File: src/rtl/als_spi_responder_if.sv
// rtl/als_spi_responder_if.sv - SPI pins and sample-write handshake for the ALS responder
interface als_spi_responder_if #(
  parameter int DATA_W = 8
);
  logic              sclk;
  logic              cs;
  logic              sdo;
  logic              sdo_oe;
  logic [DATA_W-1:0] s_data;
  logic              s_valid;
  logic              s_ready;

  modport master (
    output sclk, cs, s_data, s_valid,
    input  sdo, sdo_oe, s_ready
  );

  modport slave (
    input  sclk, cs, s_data, s_valid,
    output sdo, sdo_oe, s_ready
  );
endinterface

File: src/rtl/als_spi_responder.sv
// rtl/als_spi_responder.sv - Pmod ALS SPI output emulator; optional counters via ALS_SPI_RESP_CNT_EN
module als_spi_responder #(
  parameter int LEAD_ZEROS  = 3,
  parameter int DATA_W      = 8,
  parameter int TRAIL_ZEROS = 4
) (
  input  logic                clk,
  input  logic                rst_n,
  als_spi_responder_if.slave  bus,
  output logic                frame_done,
  output logic                frame_abort,
`ifdef ALS_SPI_RESP_CNT_EN
  output logic [15:0]         frame_cnt,
  output logic [7:0]          abort_cnt,
`endif
  output logic                underrun
);

  localparam int FRAME_LEN = LEAD_ZEROS + DATA_W + TRAIL_ZEROS;

  localparam logic [1:0] ST_IDLE    = 2'd0;
  localparam logic [1:0] ST_SHIFT   = 2'd1;
  localparam logic [1:0] ST_WAIT_CS = 2'd2;

  logic              sclk_s1, sclk_s2, sclk_d;
  logic              cs_s1, cs_s2, cs_d;
  logic [1:0]        state;
  logic              hold_full;
  logic [DATA_W-1:0] hold_data;
  logic [DATA_W-1:0] last_byte;
  logic [DATA_W-1:0] frame_byte;
  // Frame bits 1..FRAME_LEN-1; bit 0 is always a lead zero driven at load time.
  logic [FRAME_LEN-2:0] frame_sr;
  logic [4:0]        bit_cnt;
  logic [4:0]        bit_nxt;
  logic              sclk_fall, cs_fall, cs_rise;

  assign sclk_fall  = ~sclk_s2 & sclk_d;
  assign cs_fall    = ~cs_s2 & cs_d;
  assign cs_rise    = cs_s2 & ~cs_d;
  assign bit_nxt    = bit_cnt + 5'd1;
  assign frame_byte = hold_full ? hold_data : last_byte;
  assign bus.s_ready = ~hold_full;

  always_ff @(posedge clk or negedge rst_n) begin
    if (!rst_n) begin
      sclk_s1 <= 1'b1;
      sclk_s2 <= 1'b1;
      sclk_d  <= 1'b1;
      cs_s1   <= 1'b1;
      cs_s2   <= 1'b1;
      cs_d    <= 1'b1;
    end else begin
      sclk_s1 <= bus.sclk;
      sclk_s2 <= sclk_s1;
      sclk_d  <= sclk_s2;
      cs_s1   <= bus.cs;
      cs_s2   <= cs_s1;
      cs_d    <= cs_s2;
    end
  end

  always_ff @(posedge clk or negedge rst_n) begin
    if (!rst_n) begin
      state       <= ST_IDLE;
      hold_full   <= 1'b0;
      hold_data   <= '0;
      last_byte   <= '0;
      frame_sr    <= '0;
      bit_cnt     <= '0;
      bus.sdo     <= 1'b0;
      bus.sdo_oe  <= 1'b0;
      frame_done  <= 1'b0;
      frame_abort <= 1'b0;
      underrun    <= 1'b0;
    end else begin
      frame_done  <= 1'b0;
      frame_abort <= 1'b0;
      underrun    <= 1'b0;

      if (bus.s_valid && !hold_full) begin
        hold_data <= bus.s_data;
        hold_full <= 1'b1;
      end

      case (state)
        ST_IDLE: begin
          bus.sdo    <= 1'b0;
          bus.sdo_oe <= 1'b0;
          if (cs_fall) begin
            // A write landing in the same cycle only fills hold for the next frame.
            if (hold_full) begin
              hold_full <= 1'b0;
              last_byte <= hold_data;
            end else begin
              underrun <= 1'b1;
            end
            frame_sr   <= {{(LEAD_ZEROS-1){1'b0}}, frame_byte, {TRAIL_ZEROS{1'b0}}};
            bit_cnt    <= '0;
            bus.sdo_oe <= 1'b1;
            bus.sdo    <= 1'b0;
            state      <= ST_SHIFT;
          end
        end
        ST_SHIFT: begin
          if (cs_rise) begin
            bus.sdo     <= 1'b0;
            bus.sdo_oe  <= 1'b0;
            frame_abort <= 1'b1;
            state       <= ST_IDLE;
          end else if (sclk_fall) begin
            bit_cnt <= bit_nxt;
            if (bit_nxt == 5'(FRAME_LEN)) begin
              bus.sdo    <= 1'b0;
              frame_done <= 1'b1;
              state      <= ST_WAIT_CS;
            end else begin
              bus.sdo  <= frame_sr[FRAME_LEN-2];
              frame_sr <= {frame_sr[FRAME_LEN-3:0], 1'b0};
            end
          end
        end
        ST_WAIT_CS: begin
          bus.sdo <= 1'b0;
          if (cs_rise) begin
            bus.sdo_oe <= 1'b0;
            state      <= ST_IDLE;
          end
        end
        default: begin
          bus.sdo    <= 1'b0;
          bus.sdo_oe <= 1'b0;
          state      <= ST_IDLE;
        end
      endcase
    end
  end

`ifdef ALS_SPI_RESP_CNT_EN
  always_ff @(posedge clk or negedge rst_n) begin
    if (!rst_n) begin
      frame_cnt <= '0;
      abort_cnt <= '0;
    end else begin
      if (frame_done)
        frame_cnt <= frame_cnt + 16'd1;
      if (frame_abort && abort_cnt != 8'hFF)
        abort_cnt <= abort_cnt + 8'd1;
    end
  end
`endif

endmodule

File: src/flat_wrapper.sv
// flat-port wrapper written by rule: the top's interface ports become plain ports
module als_spi_responder_flat 
#(
  parameter int LEAD_ZEROS  = 3,
  parameter int DATA_W      = 8,
  parameter int TRAIL_ZEROS = 4
)
  (clk, rst_n, frame_done, frame_abort, underrun, bus_sclk, bus_cs, bus_s_data, bus_s_valid, bus_sdo, bus_sdo_oe, bus_s_ready);
  als_spi_responder_if #(.DATA_W(DATA_W)) bus_i ();
  input  logic clk;
  input  logic rst_n;
  output logic frame_done;
  output logic frame_abort;
  output logic underrun;
  input wire logic [$bits(bus_i.sclk)-1:0] bus_sclk;
  input wire logic [$bits(bus_i.cs)-1:0] bus_cs;
  input wire logic [$bits(bus_i.s_data)-1:0] bus_s_data;
  input wire logic [$bits(bus_i.s_valid)-1:0] bus_s_valid;
  output wire logic [$bits(bus_i.sdo)-1:0] bus_sdo;
  output wire logic [$bits(bus_i.sdo_oe)-1:0] bus_sdo_oe;
  output wire logic [$bits(bus_i.s_ready)-1:0] bus_s_ready;
  assign bus_i.sclk = bus_sclk;
  assign bus_i.cs = bus_cs;
  assign bus_i.s_data = bus_s_data;
  assign bus_i.s_valid = bus_s_valid;
  assign bus_sdo = bus_i.sdo;
  assign bus_sdo_oe = bus_i.sdo_oe;
  assign bus_s_ready = bus_i.s_ready;
  als_spi_responder #(.LEAD_ZEROS(LEAD_ZEROS), .DATA_W(DATA_W), .TRAIL_ZEROS(TRAIL_ZEROS)) u_core (.clk(clk), .rst_n(rst_n), .bus(bus_i), .frame_done(frame_done), .frame_abort(frame_abort), .underrun(underrun));
endmodule
File: config.mk
export PLATFORM = sky130hd
export DESIGN_NAME = als_spi_responder_flat
export DESIGN_NICKNAME = d
export VERILOG_FILES = /design/src/rtl/als_spi_responder_if.sv /design/src/rtl/als_spi_responder.sv /design/src/flat_wrapper.sv
export SDC_FILE = /design/constraint.sdc
export NUM_CORES = 1
export LEC_CHECK = 0
export ABC_AREA = 0
export BUFFER_PORTS_ARGS = -buffer_cell sky130_fd_sc_hd__buf_2
export CORE_ASPECT_RATIO = 1.4
export CORE_MARGIN = 2
export CORE_UTILIZATION = 52
export DETAILED_ROUTE_END_ITERATION = 6
export PLACE_DENSITY = 0.74
export SLEW_MARGIN = 15
export SYNTH_ARGS = -nofsm -noshare
export SYNTH_HDL_FRONTEND = slang
export SYNTH_SLANG_ARGS = --single-unit
File: constraint.sdc
create_clock -name clk -period 2 [get_ports clk]
set_clock_uncertainty 0.15 [all_clocks]
set_input_delay 0.3 -clock clk [delete_from_list [all_inputs] [get_ports clk]]
set_output_delay 0.3 -clock clk [all_outputs]
set_load 0.01 [all_outputs]
Word level (Yosys, flattened, before mapping)
Cells that the tools add are included.
W data, S select, Z words.
- bitwise gates (word level): 7
- mux-type cells: 36
- equality and inequality tests: 11
- add/subtract/negate cells: 1
- reductions and logical operators: 9
- operators with widths (kind ; number):
    $mux W14 ; 4
    $pmux W14 S2 ; 1
    $mux W1 ; 19
    $mux W5 ; 3
    $mux W2 ; 5
    $pmux W5 S2 ; 1
    $mux W8 ; 1
    $ne A2 B1 Y1 const B ; 4
    $reduce_and A4 Y1 ; 2
    $ne A3 B1 Y1 const B ; 2
    $pmux W2 S3 ; 1
    $add A5 B1 Y5 const B ; 1
    $eq A5 B4 Y1 const B ; 1
    $reduce_and A5 Y1 ; 1
    $ne A2 B2 Y1 const B ; 2
    $not A1 Y1 ; 4
    $and A1 B1 Y1 ; 3
    $eq A2 B1 Y1 const B ; 1
    $eq A2 B2 Y1 const B ; 1
    $logic_not A2 Y1 ; 1
    $pmux W1 S2 ; 1
    $reduce_and A2 Y1 ; 1
    $reduce_bool A2 Y1 ; 1
    $reduce_or A2 Y1 ; 1
    2 further kinds ; 2
- logic and storage cells: 81
- register bits after elaboration: 49
- bits of input ports: 13
- output and inout port bits: 6

Depth between registers and ports, before layout
Gate-level depths: netlist (run 1).
- depth after elaboration: 6
- gate-level depth with buffers: 9
- mapped depth without buffers: 7

Least setup slack after synthesis (run 1)
No wires, ideal clock.
- path type: register to register
- from: reg u_core.state[0]
- to: reg u_core.frame_sr[13]
- setup time: 0.124 ns
- slack: 0.037 ns
- stages on the path, launching flop included: 9
- period minus slack after synthesis: 1.963 ns
- path buffers: 2
- arrival time: 1.689 ns
- required time: 1.726 ns
- path through: dfrtp_1 > inv_1 > ha_1 > nand3b_4 > or2_1 > buf_6 > o21a_2 > buf_6 > a211o_1
- word-level cells in the longest chain between the ends: 3
- elaborated cells between the ends (all ways): 9
- classes of those cells: eq/ne: 5; mux: 1; reduce/logical: 3
- ends and longest elaborated chain (item ; RTL line ; RTL):
    start: declaration ; als_spi_responder.sv:27 ; logic [1:0] state;
    start signal: assignment ; als_spi_responder.sv:65 ; state <= ST_IDLE;
    start signal: assignment ; als_spi_responder.sv:102 ; state <= ST_SHIFT;
    start signal: assignment ; als_spi_responder.sv:110 ; state <= ST_IDLE;
    $eq A2 B1 Y1 / $logic_not A2 Y1 (equally long branches) ; als_spi_responder.sv:86 ; case (state)
    $ne A2 B2 Y1 (no source line) (tied with other cells) ; n/a ;
    $reduce_and A5 Y1 (no source line) ; n/a ;
    end signal: assignment ; als_spi_responder.sv:98 ; frame_sr <= {{(LEAD_ZEROS-1){1'b0}}, frame_byte, {TRAIL_ZEROS{1'b0}}};
    end signal: assignment ; als_spi_responder.sv:119 ; frame_sr <= {frame_sr[FRAME_LEN-3:0], 1'b0};
    end: declaration ; als_spi_responder.sv:33 ; logic [FRAME_LEN-2:0] frame_sr;
Several ways; a longest one is shown, not always the timed one.
A chain may end at the register's enable or synchronous reset.

Worst setup path after layout (run 1)
- from: reg u_core.state[1]
- to: reg u_core.frame_sr[12]
Same word-level chain as after synthesis.

==> reports/summary.txt, run 1 <==
Main synth FF type -> dfrtp_1
Critical Path End -> u_core.frame_sr[12]
TritonCTS buffer count -> 5
Synth area leader -> dfrtp_1
Worst path slowest cell -> dfrtp_1
RSZ-0062 raised after global routing -> no
Post-synth ARST share -> 100%
YS warnings -> 0
DRC viols -> 0
Die span in x -> 57.8 um
Layout area overhead -> 20.9%
Final layout net count -> 230
Leak -> 1.14 nW
Slew HR -> 80.0%
Total grt overflow -> 0
Reg clk slew, reported paths -> 0.09 ns
RR Startpoint -> u_core.state[1]
Setup ws final -> 0.0674 ns
Synth cell types -> 40
Max VDD drop -> 1060 uV
Place WS -> -0.0719 ns
Min cycle time layout -> 1.93 ns
Worst Hold Depth -> 2
Number of max-cap violations -> 0
Worst Hold Class -> in -> reg
Post-Syn Area -> 0.00210 mm2
Syn Area/Cell -> 12.1 um2
Final setup violation count -> 0
DRT Pass-1 Iters -> 4
Row count -> 27
Critical path fanouts, max -> 8
Slew @ Worst Pin -> 0.300 ns
Layout cells sized above 1 -> 43.2%
Via Count -> 1490
Drt wl/cell -> 15.9 um
Synth top area share -> 46.4%
All-Layer GR Usage -> 19.9%
PortBufs -> 18
CTS tree -> built
CP Capture Type -> flop
Total detailed-routing wirelength -> 4.08 mm
Required @ worst endpoint -> 2.04 ns
Largest net degree at the start of global routing -> 46
Initial antenna violation count -> 0
Fin cells -> 256
Max clock buf depth -> 2
Vias in the first global route -> 1615
Die span in y -> 79.3 um
Initial Util -> 53.7%
Number of flops mapped to enable cells by yosys -> 0
Final HPWL DP -> 2.84 mm
Startpoint Class -> flop
Clock root buffer master -> clkbuf_8
Slowest stage delay, CP -> 0.38 ns
Fillers -> 290
CP cell instances -> inv_1 -> ha_4 -> maj3_2 -> o21a_4 -> and2_0 -> a311o_1
R2R cell count -> 6
Diodes inserted -> 0
Final Slew Violations -> 0
Yosys reg bits -> 45
Core Region -> 0.00392 mm2
Worst skew pair latency -> 0.29 ns
Routed Antenna Nets -> 0
PwrDens -> 1340 mW/mm2
Worst r2r dst -> u_core.frame_sr[12]
Placed Instances -> 241
Syn Inst Count -> 174
WP data arrival -> 1.97 ns
Die area -> 0.00458 mm2
Worst R2R Setup Slack -> 0.07 ns
First-pass GRT wire length -> 6.99 mm
Setup CP Type -> reg -> reg
Mapped Nets -> 192
Setup_tns -> 0 ns
Crit path launch -> u_core.state[1]
CTS sink cnt -> 45
FMAX -> 517 MHz
Sequential area share after synthesis -> 53.9%
Top cells by area, synth -> dfrtp_1, mux2_2, dfstp_2
DR vias/cell -> 5.82
Outcome -> completed
RePlAce Congestion -> 0.835
Boundary Pins -> 19
H-tree depth -> 2
Starting DRT DRC Count -> 63
Final worst-path cycle share -> 96.6%
Fin. Hold Viols -> 0
[cell usage after synthesis, types with 2 or more instances]
cell type and n:
and3_1 3, a221oi_1 7, nand3b_1 2, a21oi_1 5, buf_6 2, clkbuf_1 4, inv_1 5, dfrtp_1 39
a22o_1 3, ha_1 5, nor2_1 2, o21ai_0 5, mux2_2 24, dfstp_2 6, nand2_1 11, or2_2 3
buf_2 2, o22ai_1 9, nand3_1 4, nand2b_1 3, nor3_1 2, nor2b_1 10
[area by class of cell]
class / count / area [um2] / area share [%]
Sequential cell: 45 / 1130 / 44.6
Tap cell: 43 / 53.8 / 2.12
Multi-Input combinational cell: 115 / 953 / 37.5
Timing Repair Buffer: 39 / 268 / 10.5
Clock inverter: 2 / 38.8 / 1.52
Clock buffer: 6 / 72.6 / 2.85
Inverter: 6 / 22.5 / 0.885
[metal layers]
layer / wire [um] / global-route usage (%)
met1: 1590 / 20.9
met2: 2250 / 36.3
met3: 151 / 4.89
met4: 89 / 9.53
met5: 0 / 0
[through the flow]
step	cell area [um2]	total power (W)	util (%)	hold slack [ns]
finish	2540	0.00340	64.9	0.0728
global route	2540	0.00362	64.9	0.0768
CTS	2490	0.00335	63.5	0.0708
detailed placement	2320	0.00262	59.2	0.150
global placement	2320	0.00252	59.2	0.141
floorplan	2100	0.00227	-	-0.146
[worst max-delay path: cells and delay by family, from the launching register on]
family / cells / cell delay [ns]
adders and majority gates: 2 / 0.53
AOI/OAI and AO/OA: 2 / 0.50
DFF: 1 / 0.38
and+or+nand+nor: 1 / 0.16
buffers and inverters: 1 / 0.10
[what timing repair did]
| item | 4_1_cts | 5_1_grt |
|---|---|---|
| setup endpoints to repair | 10 | 16 |
| gates resized for setup | 5 | 9 |
| hold buffers | 3 | 0 |
| buffers inserted | 1 | 3 |
| hold endpoints to repair | 41 | 0 |
| pin swaps | 0 | 2 |
[placed cells by master, fill, tap and decap left out, types with 2 or more instances in the layout]
master         instances
nand3_1                4
a21oi_1                4
or2_2                  3
o21ai_0                4
nor3_1                 2
dfrtp_1               38
inv_1                  3
nand2b_1               3
clkbuf_8               5
mux2_2                24
a221oi_2               2
buf_4                 17
dlygate4sd3_1          3
o22ai_1                9
and3_1                 3
nor2b_1               10
nand3b_1               2
a22o_1                 2
o21ai_1                2
dfstp_2                6
nor2_1                 2
a221oi_1               5
buf_2                 18
inv_2                  3
ha_1                   3
nand2_1               11
[state kept, by name, summed over array words and instances, names as in the netlist]
name and count:
u_core.frame_abort 1, u_core.bus.sdo_oe 1, u_core.bus.sdo 1, u_core.bit_cnt 5, u_core.cs_s1 1, u_core.sclk_s2 1
u_core.hold_full 1, u_core.cs_d 1, u_core.sclk_d 1, u_core.frame_sr 10, u_core.state 2, u_core.frame_done 1
u_core.cs_s2 1, u_core.sclk_s1 1, u_core.hold_data 8, u_core.underrun 1, u_core.last_byte 8
[how the worst min path moves through the flow]
stage	from	end	slack, ns
2_1_floorplan	rst_n	u_core.bit_cnt[0]	-0.15
3_3_place_gp	rst_n	u_core.frame_done	0.14
3_5_place_dp	rst_n	u_core.bit_cnt[3]	0.15
4_1_cts	bus_s_valid	u_core.hold_full	0.07
5_1_grt	bus_s_valid	u_core.hold_full	0.08
6_report	bus_s_valid	u_core.hold_full	0.07
[cell families (layout without fill, tap and decap cells)]
logic type / after synthesis / after routing / synth area share, %
XOR/XNOR: 1 / 1 / 0.416
buffers and inverters: 14 / 53 / 3.33
AND/OR/NAND/NOR: 47 / 47 / 13.7
AO/OA/AOI/OAI: 36 / 36 / 11.9
adder cells (fa/ha/maj): 6 / 6 / 3.51
flip-flops: 45 / 45 / 53.9
multiplexers: 25 / 25 / 13.3
[power by group]
group          internal (W)  switching (W)
sequential          0.00125       0.000242
combinational      0.000688       0.000541
clock              0.000375       0.000306
total               0.00231        0.00109
(Power assumes the default switching activity.)
==> inputs of run 2 (changes only) <==
- CORE_UTILIZATION: 52 -> 46
- PLACE_DENSITY: 0.74 -> 0.67
==> reports/summary.txt, run 2 (synthesized netlist as in run 1, its figures left out) <==
Outcome -> completed
PwrDens -> 1280 mW/mm2
Initial Util -> 47.2%
Total power -> 0.00324 W
Largest registers -> u_core.frame_sr x10, u_core.hold_data x8, u_core.last_byte x8
Total detailed-routing wirelength -> 3.83 mm
H-tree depth -> 2
Via Count -> 1466
RePlAce Congestion -> 0.792
Reg clk slew, reported paths -> 0.09 ns
DR vias/cell -> 5.41
Largest net degree at the start of global routing -> 27
Row count -> 29
Leak -> 1.12 nW
Clock root buffer master -> clkbuf_8
Die area -> 0.00514 mm2
Initial antenna violation count -> 0
Layout cells sized above 1 -> 41.1%
DRT Pass-1 Iters -> 4
TritonCTS buffer count -> 5
RSZ-0062 raised after global routing -> no
Min cycle time layout -> 1.95 ns
Die span in y -> 84.0 um
Required @ worst endpoint -> 2.03 ns
Final worst-path cycle share -> 97.6%
Starting DRT DRC Count -> 48
Layout area overhead -> 20.3%
Slew HR -> 69.7%
Fillers -> 379
Drt wl/cell -> 14.1 um
Total grt overflow -> 0
Max clock buf depth -> 2
Final Slew Violations -> 0
Diodes inserted -> 0
WP data arrival -> 1.98 ns
Final HPWL DP -> 2.73 mm
Routed Antenna Nets -> 0
Final setup violation count -> 0
Slew @ Worst Pin -> 0.454 ns
Setup CP Type -> reg -> reg
Most frequent cells in the layout -> dfrtp_1, mux2_2, buf_2
Critical path fanouts, max -> 6
Worst Hold Class -> in -> reg
DRC viols -> 0
Fin. Hold Viols -> 0
CTS sink cnt -> 45
Vias in the first global route -> 1557
Max VDD drop -> 726 uV
Reg area -> 0.00113 mm2
Most common cell after layout, fill and taps aside -> dfrtp_1
PortBufs -> 18
Boundary Pins -> 19
FMAX -> 512 MHz
Placed inst area -> 0.00233 mm2
Startpoint Class -> flop
First-pass GRT wire length -> 6.69 mm
All-Layer GR Usage -> 17.3%
Die span in x -> 61.2 um
Worst skew pair latency -> 0.29 ns
Setup_tns -> 0 ns
Number of max-cap violations -> 0
Multi-input gate area -> 967 um2
Final core area utilization -> 56.7%
Final layout net count -> 226
Core Region -> 0.00446 mm2
Max reg flops -> 10
Finished Cell Area -> 0.00253 mm2
CP Capture Type -> flop
Biggest register -> u_core.frame_sr
CTS tree -> built
[run 2: layout make-up]
type | instances | area share [%]
Timing Repair Buffer | 35 | 9.39
Clock buffer | 7 | 3.41
Sequential cell | 45 | 44.8
Clock inverter | 1 | 0.296
Multi-Input combinational cell | 115 | 38.2
Tap cell | 62 | 3.06
Inverter | 6 | 0.889
[run 2: power breakdown]
group	total, W	internal [W]	leakage (nW)	switching [W]
combinational	0.00119	0.000664	0.532	0.000524
clock	0.000582	0.000281	0.0445	0.000301
sequential	0.00147	0.00125	0.540	0.000222
total	0.00324	0.00219	1.12	0.00105
[run 2: critical path: stages, from the launching register on]
cell and delay, ns:
dfrtp_1 0.40, inv_1 0.10, ha_4 0.19, maj3_2 0.35, o21a_4 0.24, and2_0 0.15, a311o_1 0.26
[run 2: what timing repair did]
item	4_1_cts	5_1_grt
hold buffers	3	0
setup buffers	0	1
gates resized for setup	6	9
endpoints found under the setup margin	7	11
endpoints found under the hold margin	15	0
pin swaps	0	3
[run 2: path summary, 6_finish.rpt]
check / startpoint / end / slack, ns / depth (start not counted)
setup / recovery: u_core.state[0] / u_core.frame_sr[12] / 0.05 / 6
hold / removal: bus_s_valid / u_core.hold_full / 0.08 / 2
setup reg to reg: u_core.state[0] / u_core.frame_sr[12] / 0.05 / 6
hold reg to reg: u_core.cs_s1 / u_core.cs_s2 / 0.21 / 0
max in group asynchronous: rst_n / u_core.frame_sr[4] / 0.87 / 3
min in group asynchronous: rst_n / u_core.frame_abort / 0.35 / 2
[run 2: routing by layer]
metal	routed length (um)	GRT usage [%]
met3	119	4.34
met1	1620	20.4
met2	2050	28.7
met5	0	0
met4	42	7.11
[run 2: metrics by stage]
step           worst slack, ns  hold WS [ns]  cells
3_3_place_gp            0.0201         0.116    259
5_1_grt                0.00649        0.0746    271
4_1_cts                0.00591        0.0669    270
2_1_floorplan           0.0366        -0.146    174
6_report                0.0475        0.0751    271
3_5_place_dp           -0.0473         0.124    259
==> inputs of run 3 (changes only) <==
--- a/config.mk
+++ b/config.mk
@@ -7,3 +7,3 @@
 export LEC_CHECK = 0
-export ABC_AREA = 0
+export ABC_AREA = 1
 export BUFFER_PORTS_ARGS = -buffer_cell sky130_fd_sc_hd__buf_2
@@ -14,2 +14,3 @@
 export PLACE_DENSITY = 0.67
+export RECOVER_POWER = 50
 export SLEW_MARGIN = 15
==> constraint.sdc (replaced) <==
create_clock -name clk -period 2 [get_ports clk]
set_clock_uncertainty 0.15 [all_clocks]
set_input_delay 0.2 -clock clk [delete_from_list [all_inputs] [get_ports clk]]
set_output_delay 0.2 -clock clk [all_outputs]
set_load 0.01 [all_outputs]
==> reports/summary.txt, run 3 <==
Outcome -> completed
RSZ-0062 raised after global routing -> no
Clock root buffer master -> clkbuf_8
Startpoint Class -> flop
Post-Syn Area -> 0.00208 mm2
Most common cell after layout, fill and taps aside -> nand2_1
Mapped Nets -> 245
Final core area utilization -> 55.2%
RR Startpoint -> u_core.state[1]
Sequential area share after synthesis -> 54.4%
Worst Hold Class -> in -> reg
Routed Antenna Nets -> 0
Layout area overhead -> 18.2%
Reg clk slew, reported paths -> 0.09 ns
Max VDD drop -> 776 uV
Final Slew Violations -> 0
Synth Area in Adders -> 3.00%
R2R cell count -> 8
Diodes inserted -> 0
Initial Util -> 46.7%
Synth Area in XOR/XNOR -> 0%
Synth cell types -> 25
Die span in x -> 60.9 um
Top cells by count, synth -> nand2_1, dfrtp_1, inv_1, o21ai_0, nand3_1
Setup_tns -> 0 ns
First-pass GRT wire length -> 6.67 mm
Slew HR -> 30.7%
Most frequent cells in the layout -> nand2_1, dfrtp_1, inv_1
Mux contribution to synthesized area -> 4.80%
Synth top area share -> 46.8%
Vias in the first global route -> 1535
Min cycle time layout -> 1.79 ns
Leak -> 1.23 nW
Slew @ Worst Pin -> 1.04 ns
Largest family of logic cells by synthesized area -> simple AND/OR/NAND/NOR gates
Top cells by area, synth -> dfrtp_1, nand2_1, dfstp_2
Final HPWL DP -> 2.59 mm
Most frequent cell after synthesis -> nand2_1
Worst r2r dst -> u_core.frame_sr[7]
Die span in y -> 83.7 um
Number of flops mapped to enable cells by yosys -> 0
Worst R2R Setup Slack -> 0.21 ns
DRC viols -> 0
Boundary Pins -> 19
Final setup violation count -> 0
Max reg flops -> 10
Worst Hold End -> u_core.hold_full
Yosys reg bits -> 45
Max clock buf depth -> 2
Syn Area/Cell -> 9.18 um2
Setup ws final -> 0.209 ns
Row count -> 29
Place WS -> 0.237 ns
Fin cells -> 324
Die area -> 0.00509 mm2
Layout cells sized above 1 -> 21.0%
Hold_sp -> bus_s_valid
Final worst-path cycle share -> 89.5%
H-tree depth -> 2
Largest registers -> u_core.frame_sr x10, u_core.hold_data x8, u_core.last_byte x8
Placed Instances -> 305
Final layout net count -> 279
Main synth FF type -> dfrtp_1
Via Count -> 1556
Worst Hold Depth -> 3
FMAX -> 558 MHz
Critical path fanouts, max -> 12
All-Layer GR Usage -> 17.1%
CTS tree -> built
CP Capture Type -> flop
DR vias/cell -> 4.80
Post-synthesis simple-gate area fraction -> 25.6%
Total grt overflow -> 0
Drt wl/cell -> 11.4 um
Synth Area in Compound Gates -> 6.60%
Fillers -> 422
CTS sink cnt -> 45
Total detailed-routing wirelength -> 3.68 mm
Post-synth ARST share -> 100%
Initial antenna violation count -> 0
Required @ worst endpoint -> 2.08 ns
PortBufs -> 18
Post-CTS Setup Repair Bufs -> 0
PwrDens -> 1350 mW/mm2
RePlAce Congestion -> 0.811
Number of max-cap violations -> 0
Worst skew pair latency -> 0.30 ns
YS warnings -> 0
Largest net degree at the start of global routing -> 46
Core Region -> 0.00446 mm2
DRT Pass-1 Iters -> 5
Biggest register -> u_core.frame_sr
Setup CP Type -> reg -> reg
Synth area leader -> dfrtp_1
Syn Inst Count -> 227
Fin. Hold Viols -> 0
Starting DRT DRC Count -> 33
TritonCTS buffer count -> 5
WP data arrival -> 1.87 ns
[run 3: area by class of cell]
cell class	count	area, um2	share of cell area, %
Sequential cell	45	1130	46.0
Tap cell	62	77.6	3.15
Inverter	22	82.6	3.35
Multi-Input combinational cell	155	835	33.9
Clock inverter	3	46.3	1.88
Timing Repair Buffer	32	220	8.94
Clock buffer	5	68.8	2.79
[run 3: kinds of logic after synthesis]
kind of cell,Yosys count
and+or+nand+nor,114
DFF,45
AOI/OAI and AO/OA,27
buffers and inverters,27
muxes,9
adders and majority gates,5
[run 3: worst max-delay path, cell delays in order (launching register included)]
cell and delay [ns]:
dfrtp_1 0.39, inv_1 0.07, ha_1 0.25, nand2_1 0.11, nand2_1 0.10, nor2_4 0.29
buf_4 0.21, nand3_1 0.09, nand2_1 0.07
[run 3: where the power goes]
part	internal, W	switching [W]	leakage (nW)
Sequential	0.00122	0.000197	0.564
Combinational	0.000469	0.000739	0.609
Clock	0.000374	0.000313	0.0543
Total	0.00207	0.00125	1.23
[run 3: worst max path at each step]
| stage | from | to | slack (ns) |
|---|---|---|---|
| after floorplan | u_core.state[1] | u_core.frame_sr[10] | 0.39 |
| after global routing | u_core.state[1] | u_core.frame_sr[9] | 0.04 |
| after CTS | u_core.state[1] | u_core.frame_sr[7] | 0.19 |
| after global placement | u_core.state[1] | u_core.frame_sr[11] | 0.28 |
| after detailed placement | u_core.state[1] | u_core.frame_sr[7] | 0.24 |
| final | u_core.state[1] | u_core.frame_sr[7] | 0.21 |
[run 3: what timing repair did]
action / in CTS / in global routing
endpoints found under the hold margin: 55 / 0
hold buffers: 11 / 0
endpoints found under the setup margin: 0 / 0
resized for setup: 0 / 0
[run 3: metal layers]
layer  vias up  track usage [%]  share of wire [%]
met1       730             20.3                 43
met5         -                0                  0
li1        800                -                  -
met2        21             29.3                 53
met4         0             5.73                1.6
met3         5             4.03                2.8
[run 3: through the flow]
step / hold slack (ns) / total power, W / cell area, um2
6_report: 0.118 / 0.00332 / 2460
5_1_grt: 0.163 / 0.00360 / 2460
4_1_cts: 0.112 / 0.00336 / 2480
3_5_place_dp: 0.0485 / 0.00264 / 2250
3_3_place_gp: 0.0443 / 0.00260 / 2250
2_1_floorplan: -0.246 / 0.00236 / 2080
